--- config.mk ---
export PLATFORM = sky130hd
export DESIGN_NAME = pd_reset_ordered_set_tx
export DESIGN_NICKNAME = d
export VERILOG_FILES = /design/src/rtl/pd_reset_ordered_set_tx.sv
export SDC_FILE = /design/constraint.sdc
export NUM_CORES = 1
export LEC_CHECK = 0
export ABC_AREA = 0
export CAP_MARGIN = 20
export CORE_MARGIN = 10
export CORE_UTILIZATION = 51
export CTS_CLUSTER_DIAMETER = 120
export DETAILED_ROUTE_END_ITERATION = 10
export PLACE_DENSITY = 0.87
export SLEW_MARGIN = 40
export SYNTH_ARGS = -nofsm -noshare
export SYNTH_HDL_FRONTEND = slang
export SYNTH_SLANG_ARGS = --single-unit
--- constraint.sdc ---
create_clock -name CLK -period 3.2 [get_ports CLK]
set_input_delay 0.64 -clock CLK [delete_from_list [all_inputs] [get_ports CLK]]
set_output_delay 0.64 -clock CLK [all_outputs]
set_load 0.005 [all_outputs]
--- src/rtl/pd_reset_ordered_set_tx.sv ---
// Hard/Cable Reset ordered-set transmitter: waits for an idle CC line, sends preamble plus four K-codes, then reports.
// Optional build macro BMC_ENCODE_EN selects Biphase Mark Coded line data instead of raw NRZ.
module pd_reset_ordered_set_tx #(
    parameter int CLKS_PER_BIT = 4,
    parameter int PREAMBLE_LEN = 64,
    parameter int IDLE_TIMEOUT = 900
) (
    input  logic        CLK,
    input  logic        reset,
    input  logic [7:0]  iTRANSMIT,
    input  logic        iTransmit_Valid,
    input  logic        iCC_Busy,
    input  logic        iPHY_Stop_Attempting_Reset,
    output logic        oTX_Data,
    output logic        oTX_Enable,
    output logic        oBusy,
    output logic [15:0] oAlert_Set
);

    localparam int FRAME_BITS = PREAMBLE_LEN + 20;
    localparam int BIT_W      = $clog2(FRAME_BITS);
    localparam int CLK_W      = $clog2(CLKS_PER_BIT);
    localparam int WAIT_W     = $clog2(IDLE_TIMEOUT + 1);

    localparam logic [CLK_W-1:0]  CLK_LAST  = CLK_W'(CLKS_PER_BIT - 1);
    localparam logic [BIT_W-1:0]  PRE_LAST  = BIT_W'(PREAMBLE_LEN - 1);
    localparam logic [BIT_W-1:0]  FRM_LAST  = BIT_W'(FRAME_BITS - 1);
    localparam logic [BIT_W-1:0]  PRE_BITS  = BIT_W'(PREAMBLE_LEN);
    localparam logic [WAIT_W-1:0] WAIT_TERM = WAIT_W'(IDLE_TIMEOUT);

    localparam logic [4:0] K_RST1  = 5'b00111;
    localparam logic [4:0] K_RST2  = 5'b11001;
    localparam logic [4:0] K_SYNC1 = 5'b11000;
    localparam logic [4:0] K_SYNC3 = 5'b00110;

    typedef enum logic [2:0] {
        S_IDLE, S_WAIT_IDLE, S_PREAMBLE, S_ORDERED_SET, S_REPORT_OK, S_REPORT_FAIL
    } state_t;

    state_t            r_state, w_state_next;
    logic              r_cable, w_cable_next;
    logic [WAIT_W-1:0] r_wait_cnt, w_wait_next, w_wait_inc;
    logic [CLK_W-1:0]  r_clk_cnt, w_clk_next;
    logic [BIT_W-1:0]  r_bit_cnt, w_bit_next;
    logic              r_tx_data, r_tx_en, r_busy;
    logic [15:0]       r_alert;

    logic              w_period_end, w_driving_next, w_raw_bit, w_data_next;
    logic [15:0]       w_alert_next;
    logic [19:0]       w_os_pattern;
    logic [4:0]        w_os_off;
    logic              w_unused_cmd_bits;

    assign w_unused_cmd_bits = ^iTRANSMIT[7:3];
    assign w_wait_inc        = r_wait_cnt + 1'b1;
    assign w_period_end      = (r_clk_cnt == CLK_LAST);

    always_ff @(posedge CLK or negedge reset) begin
        if (!reset) begin
            r_state    <= S_IDLE;
            r_cable    <= 1'b0;
            r_wait_cnt <= '0;
            r_clk_cnt  <= '0;
            r_bit_cnt  <= '0;
            r_tx_data  <= 1'b0;
            r_tx_en    <= 1'b0;
            r_busy     <= 1'b0;
            r_alert    <= '0;
        end else begin
            r_state    <= w_state_next;
            r_cable    <= w_cable_next;
            r_wait_cnt <= w_wait_next;
            r_clk_cnt  <= w_clk_next;
            r_bit_cnt  <= w_bit_next;
            r_tx_data  <= w_data_next;
            r_tx_en    <= w_driving_next;
            r_busy     <= (w_state_next != S_IDLE);
            r_alert    <= w_alert_next;
        end
    end

    // Abort is tested before the bit-period terminal check so it wins a tie.
    always_comb begin
        w_state_next = r_state;
        w_cable_next = r_cable;
        w_wait_next  = '0;
        w_clk_next   = '0;
        w_bit_next   = '0;
        case (r_state)
            S_IDLE: begin
                if (iTransmit_Valid && (iTRANSMIT[2:0] == 3'b101 || iTRANSMIT[2:0] == 3'b110)) begin
                    w_state_next = S_WAIT_IDLE;
                    w_cable_next = iTRANSMIT[1];
                end
            end
            S_WAIT_IDLE: begin
                if (iPHY_Stop_Attempting_Reset)  w_state_next = S_REPORT_FAIL;
                else if (!iCC_Busy)              w_state_next = S_PREAMBLE;
                else if (w_wait_inc == WAIT_TERM) w_state_next = S_REPORT_FAIL;
                else                              w_wait_next  = w_wait_inc;
            end
            S_PREAMBLE, S_ORDERED_SET: begin
                w_clk_next = w_period_end ? '0 : r_clk_cnt + 1'b1;
                w_bit_next = w_period_end ? r_bit_cnt + 1'b1 : r_bit_cnt;
                if (iPHY_Stop_Attempting_Reset)
                    w_state_next = S_REPORT_FAIL;
                else if (r_state == S_PREAMBLE && w_period_end && r_bit_cnt == PRE_LAST)
                    w_state_next = S_ORDERED_SET;
                else if (r_state == S_ORDERED_SET && w_period_end && r_bit_cnt == FRM_LAST)
                    w_state_next = S_REPORT_OK;
            end
            default: w_state_next = S_IDLE;
        endcase
        if (w_state_next != S_PREAMBLE && w_state_next != S_ORDERED_SET) begin
            w_clk_next = '0;
            w_bit_next = '0;
        end
    end

    // Outputs are computed from next-state values so the registered pins line up with the state register.
    always_comb begin
        w_driving_next = (w_state_next == S_PREAMBLE) || (w_state_next == S_ORDERED_SET);
        w_alert_next   = '0;
        if (w_state_next == S_REPORT_OK)   w_alert_next[6] = 1'b1;
        if (w_state_next == S_REPORT_FAIL) w_alert_next[4] = 1'b1;
        w_os_pattern = r_cable ? {K_SYNC3, K_RST1, K_SYNC1, K_RST1}
                               : {K_RST2,  K_RST1, K_RST1,  K_RST1};
        w_os_off  = 5'(w_bit_next - PRE_BITS);
        w_raw_bit = (w_bit_next < PRE_BITS) ? w_bit_next[0] : w_os_pattern[w_os_off];
`ifdef BMC_ENCODE_EN
        w_data_next = w_driving_next
                    ? r_tx_data ^ ((w_clk_next == '0) ||
                                   (w_raw_bit && w_clk_next == CLK_W'(CLKS_PER_BIT / 2)))
                    : 1'b0;
`else
        w_data_next = w_driving_next & w_raw_bit;
`endif
    end

    assign oTX_Data   = r_tx_data;
    assign oTX_Enable = r_tx_en;
    assign oBusy      = r_busy;
    assign oAlert_Set = r_alert;

endmodule

== After elaboration in Yosys (flattened, before gate mapping) ==
Cells that the tools add are included.

* Add/subtract/negate cells: 4
* Magnitude comparators: 2
* Equal/unequal tests: 15
* Muxes and demuxes: 24
* Bitwise logic cells: 1
* Reductions and logical operators: 12

{| class="wikitable"
|+ Operators with widths
! operator !! number
|-
| 2-to-1 mux 10 bit || 4
|-
| 2-to-1 mux 3 bit || 7
|-
| 2-to-1 mux 7 bit || 3
|-
| 2-to-1 mux 20 bit || 1
|-
| == test 3 x 2 -> 1 bit (second input constant) || 4
|-
| == test 3 bit (second input constant) || 4
|-
| adder 10 x 1 -> 10 bit (second input constant) || 1
|-
| == test 10 bit (second input constant) || 1
|-
| one-hot mux 3 bit (3 select lines) || 1
|-
| adder 7 x 1 -> 7 bit (second input constant) || 1
|-
| == test 7 x 6 -> 1 bit (second input constant) || 1
|-
| == test 7 bit (second input constant) || 1
|-
| < comparator 7 bit (second input constant) || 1
|-
| logical AND 1 bit || 6
|-
| < comparator 5 x 6 -> 1 bit (second input constant) || 1
|-
| 2-to-1 mux 2 bit || 3
|-
| != test 3 x 2 -> 1 bit (second input constant) || 2
|-
| binary-select mux 1 bit (select 5 bit) || 1
|-
| subtractor 5 x 1 -> 5 bit (second input constant) || 1
|-
| 2-to-1 mux 1 bit || 4
|-
| == test 3 x 1 -> 1 bit (second input constant) || 1
|-
| logical NOT 3 bit || 1
|-
| nonzero test 3 bit || 1
|-
| adder 2 x 1 -> 2 bit (second input constant) || 1
|-
| 5 further kinds || 6
|}

* Bits in registers: 28
* Word-level logic and storage cells: 67

== Longest topological paths before layout ==
* Depth in word-level cells: 15
* Depth in mapped cells: 9
* Mapped depth without buffers: 9

== Worst setup path before layout ==
No wires, ideal clock.

* Path kind: reg-to-reg
* Start: register r_bit_cnt[1]
* End: register r_tx_data, in the netlist oTX_Data
* Setup time: 0.104 ns
* Data arrival time: 2.549 ns
* Data required time: 3.096 ns
* Setup slack: 0.548 ns
* Stages on the path, launching flop included: 10
* Period minus slack after synthesis: 2.652 ns
* Cells stage by stage: dfrtp_1 ha_1 and4b_4 a211o_1 or3_1 ha_1 o31a_1 or3_1 o221a_1 o41ai_2

* Longest elaborated chain between the ends: 14

{| class="wikitable"
|+ RTL lines
! what !! RTL line !! text
|-
| start: declaration || 44 || <nowiki>logic [BIT_W-1:0] r_bit_cnt, w_bit_next;</nowiki>
|-
| start signal: assignment || 74 || <nowiki>r_bit_cnt <= w_bit_next;</nowiki>
|-
| == test 7 bit || 109 || <nowiki>else if (r_state == S_ORDERED_SET && w_period_end && r_bit_cnt == FRM_LAST)</nowiki>
|-
| logical AND 1 bit || 109 ||
|-
| 2-to-1 mux 3 bit || 109 ||
|-
| 2-to-1 mux 3 bit || 107 || <nowiki>else if (r_state == S_PREAMBLE && w_period_end && r_bit_cnt == PRE_LAST)</nowiki>
|-
| 2-to-1 mux 3 bit || 105 || <nowiki>if (iPHY_Stop_Attempting_Reset)</nowiki>
|-
| one-hot mux 3 bit (3 select lines) || 89 || <nowiki>case (r_state)</nowiki>
|-
| != test 3 x 2 -> 1 bit || 114 || <nowiki>if (w_state_next != S_PREAMBLE && w_state_next != S_ORDERED_SET) begin</nowiki>
|-
| logical AND 1 bit || 114 ||
|-
| 2-to-1 mux 7 bit || 114 ||
|-
| subtractor 5 x 1 -> 5 bit || 128 || <nowiki>w_os_off = 5'(w_bit_next - PRE_BITS);</nowiki>
|-
| binary-select mux 1 bit (select 5 bit) || 129 || <nowiki>w_raw_bit = (w_bit_next < PRE_BITS) ? w_bit_next[0] : w_os_pattern[w_os_off];</nowiki>
|-
| 2-to-1 mux 1 bit (implied by the code) || 129 ||
|-
| 2-to-1 mux 1 bit || 129 ||
|-
| AND 1 bit (*) || 136 || <nowiki>w_data_next = w_driving_next & w_raw_bit;</nowiki>
|-
| named net w_data_next || 48 || <nowiki>logic w_period_end, w_driving_next, w_raw_bit, w_data_next;</nowiki>
|-
| end signal: assignment || 75 || <nowiki>r_tx_data <= w_data_next;</nowiki>
|-
| end: declaration || 45 || <nowiki>logic r_tx_data, r_tx_en, r_busy;</nowiki>
|}

Mark *: on every way through the listed nets, which the timed path passes. The rest lies on a longest branch. The select of a mux whose other input is x is not followed.
A chain may end at the register's enable or synchronous reset.

== Worst setup path after layout ==
Ends and elaborated chain as after synthesis.

==> metrics.yaml <==
power_and_ir_drop:
  leakage_nw: 0.7905
  powerDensity_nw_per_um2: 420.4
  finalPower_uw: 748.6
  peakVddDrop_uv: 166.5
cells_and_area:
  area_growth_pct: 11.00
  fin_cells: 230
  layout.nets: 204
  antenna-diode-count: 0
  regArea_um2: 700.7
  multiInputGateArea_um2: 800.8
  fin_area_um2: 1780
  fillers: 268
  drive_gt1_share_pct: 5.914
clock_tree:
  root_buffer: "clkbuf_4"
  cts.clk_slew.worst_paths_ns: 0.15
  cts_hold_buf: 0
  htree_levels: 1
  cts_max_path_buffers: 2
  cts_resized: 0
  cts_tree: "yes"
  cts_buffers: 3
  clkSinkCount: 28
  cts_setup_buffers: 0
  clk_latency_ns: 0.32
grt:
  grt_pass1_vias: 1220
  antenna_found_initial: 0
  grt_first_pass_wirelength_um: 5333
  overflow: 0
  track_usage_pct: 10.53
  grt_start_max_net_pins: 29
sta:
  hold_viol: 0
  setup_tns_ns: 0
  clock_skew_ns: 0.006263
  slew_viol_final: 0
  rsz0062_at_grt: "false"
  final.period_utilization_pct: 88.28
  setup_viol: 0
  period_needed_ns: 2.825
  max_freq_ghz: 0.3540
  setup_ws_ns: 0.3751
routing:
  vias: 1224
  finalWirelength_um: 3129
  vias_per_cell: 5.322
  drcViolationCount: 0
  antenna_left: 0
  dr.pass1.iters: 4
  wl_per_cell_um: 13.60
  drt-initial-drc-count: 105
placement:
  place.gp.congestion: 0.8798
  hpwlAfterDp_um: 2374
  port_buffers: 12
  placed_area_um2: 1744
  preCtsSetupSlack_ns: 0.3287
  dp_cells: 226
yosys:
  ys_types: 42
  syn-instance-count: 170
  yosys_warnings: 0
  synth_ff_type: "dfrtp_1"
  netlist_area_um2: 1604
  ys_ff_latch: 28
  synth_edf_count: 0
  postSynth.asyncResetShare_pct: 100.0
  postSynthAreaPerCell_um2: 9.436
  ys_seq_area_share_pct: 43.68
floorplan:
  coreArea_um2: 3028
  boundaryPins: 32
  dieHeight_um: 76.08
  die_width_um: 76.08
  start_util_pct: 52.98
  fp.dieArea_um2: 5788
  rows: 20
outcome:
  status: "complete, no violations"
critical_path:
  startpoint: "r_bit_cnt[1]"
  critical_path_class: "register to register"
  reg2reg_slack_ns: 0.38
  critPathMaxFanout: 7
  cp-end-kind: "register"
  crit_arrival_ns: 3.06
  start_kind: "register"
  reg2reg_from: "r_bit_cnt[1]"
  critPathRequiredTime_ns: 3.43
hold_path:
  min_from: "r_clk_cnt[0]"
  min_path_type: "register to register"
flow_run:
  cap_violations: 0
## cells in the final DEF, fill, tap and decap left out, types with 2 or more instances in the layout
master and instances:
dfrtp_1 28, nor2_1 22, conb_1 14, clkdlybuf4s50_1 12
nand2_1 9, xor2_1 9, inv_1 8, nand3_1 8
o21ai_0 5, a21oi_1 5, buf_4 5, nand4_1 4
and3_1 4, xnor2_1 4, ha_1 4, or3_1 3
nor3_1 3, o31ai_1 3, clkbuf_4 3, nand2b_1 2
a211o_1 2, and4_1 2, a21o_1 2, a31oi_1 2
or2_1 2, nor2b_1 2, nand3b_1 2, a211oi_1 2
## kinds of logic after synthesis
logic type	synth area share (%)
adder cells (fa/ha/maj)	3.120
buffers and inverters	9.438
multiplexers	0.6240
flip-flops	43.68
other	0.2338
AND/OR/NAND/NOR	22.54
XOR/XNOR	7.098
AO/OA/AOI/OAI	13.26
## cells in the mapped netlist (all sizes together) (2+ instances only)
cell    count  area share (%)
o31ai       3             1.4
a31oi       2            0.78
and3        4             1.6
nand2b      2            0.78
a21o        2            0.94
o21ai       5             1.6
a21oi       5             1.6
nand4       4             1.6
a211o       2             1.1
clkbuf      3            0.70
and4        2             1.1
or3         3             1.2
nor2       22             5.1
xor2        9             4.9
or2         2            0.78
nor2b       2            0.78
nand2       9             2.1
dfrtp      28              44
xnor2       4             2.2
and4b       2             1.5
a211oi      2            0.94
ha          4             3.1
nor3        3            0.94
nand3b      2            0.94
inv         8             1.9
nand3       8             2.5
buf        15             6.9
## per-layer routing
metal  vias up  global-route usage [%]  share of wire (%)
li1        606                       -                  -
met1       586                   12.64                 46
met5         -                       0                  0
met4         0                   4.647                1.1
met3         2                   2.123                4.6
met2        30                   17.69                 48
## worst paths after layout
check                               end  cells past startpoint
min                        r_clk_cnt[0]                      1
max in group asynchronous    oTX_Enable                      2
min reg2reg                r_clk_cnt[0]                      1
max reg2reg                    oTX_Data                      9
max                            oTX_Data                      9
min in group asynchronous  r_bit_cnt[0]                      2
## flip-flops by register name (all words and copies together), names as in the netlist
signal and flops:
r_clk_cnt 2, oBusy 1, oTX_Data 1, r_wait_cnt 10, r_bit_cnt 7, r_cable 1
oAlert_Set 2, r_state 3, oTX_Enable 1
## layout make-up
| class | instances | share of cell area (%) |
|---|---|---|
| tap | 44 | 3.092 |
| inverter | 8 | 1.687 |
| clock buffer | 4 | 2.038 |
| sequential | 28 | 39.35 |
| timing repair buffer | 17 | 8.855 |
| multi-input combinational | 129 | 44.98 |
## per-stage QoR
step / utilization [%] / hold slack, ns
2_1_floorplan: - / 0.3444
3_3_place_gp: 57.60 / 0.4263
3_5_place_dp: 57.60 / 0.4668
4_1_cts: 58.80 / 0.4856
5_1_grt: 58.80 / 0.4883
6_report: 58.80 / 0.4673
## worst max-delay path: stages (launching register included)
cell	delay, ns
dfrtp_1	0.49
ha_1	0.28
and4b_4	0.24
a211o_1	0.30
or3_1	0.37
ha_1	0.19
o31a_1	0.09
or3_1	0.31
o221a_1	0.27
o41ai_2	0.20
## report_power, final
part | internal (mW) | leakage [nW] | total (mW) | switching, mW
Combinational | 0.0782 | 0.388 | 0.165 | 0.0869
Clock | 0.0695 | 0.0210 | 0.169 | 0.0998
Sequential | 0.385 | 0.381 | 0.414 | 0.0293
Total | 0.533 | 0.790 | 0.749 | 0.216
(Power assumes the default switching activity.)
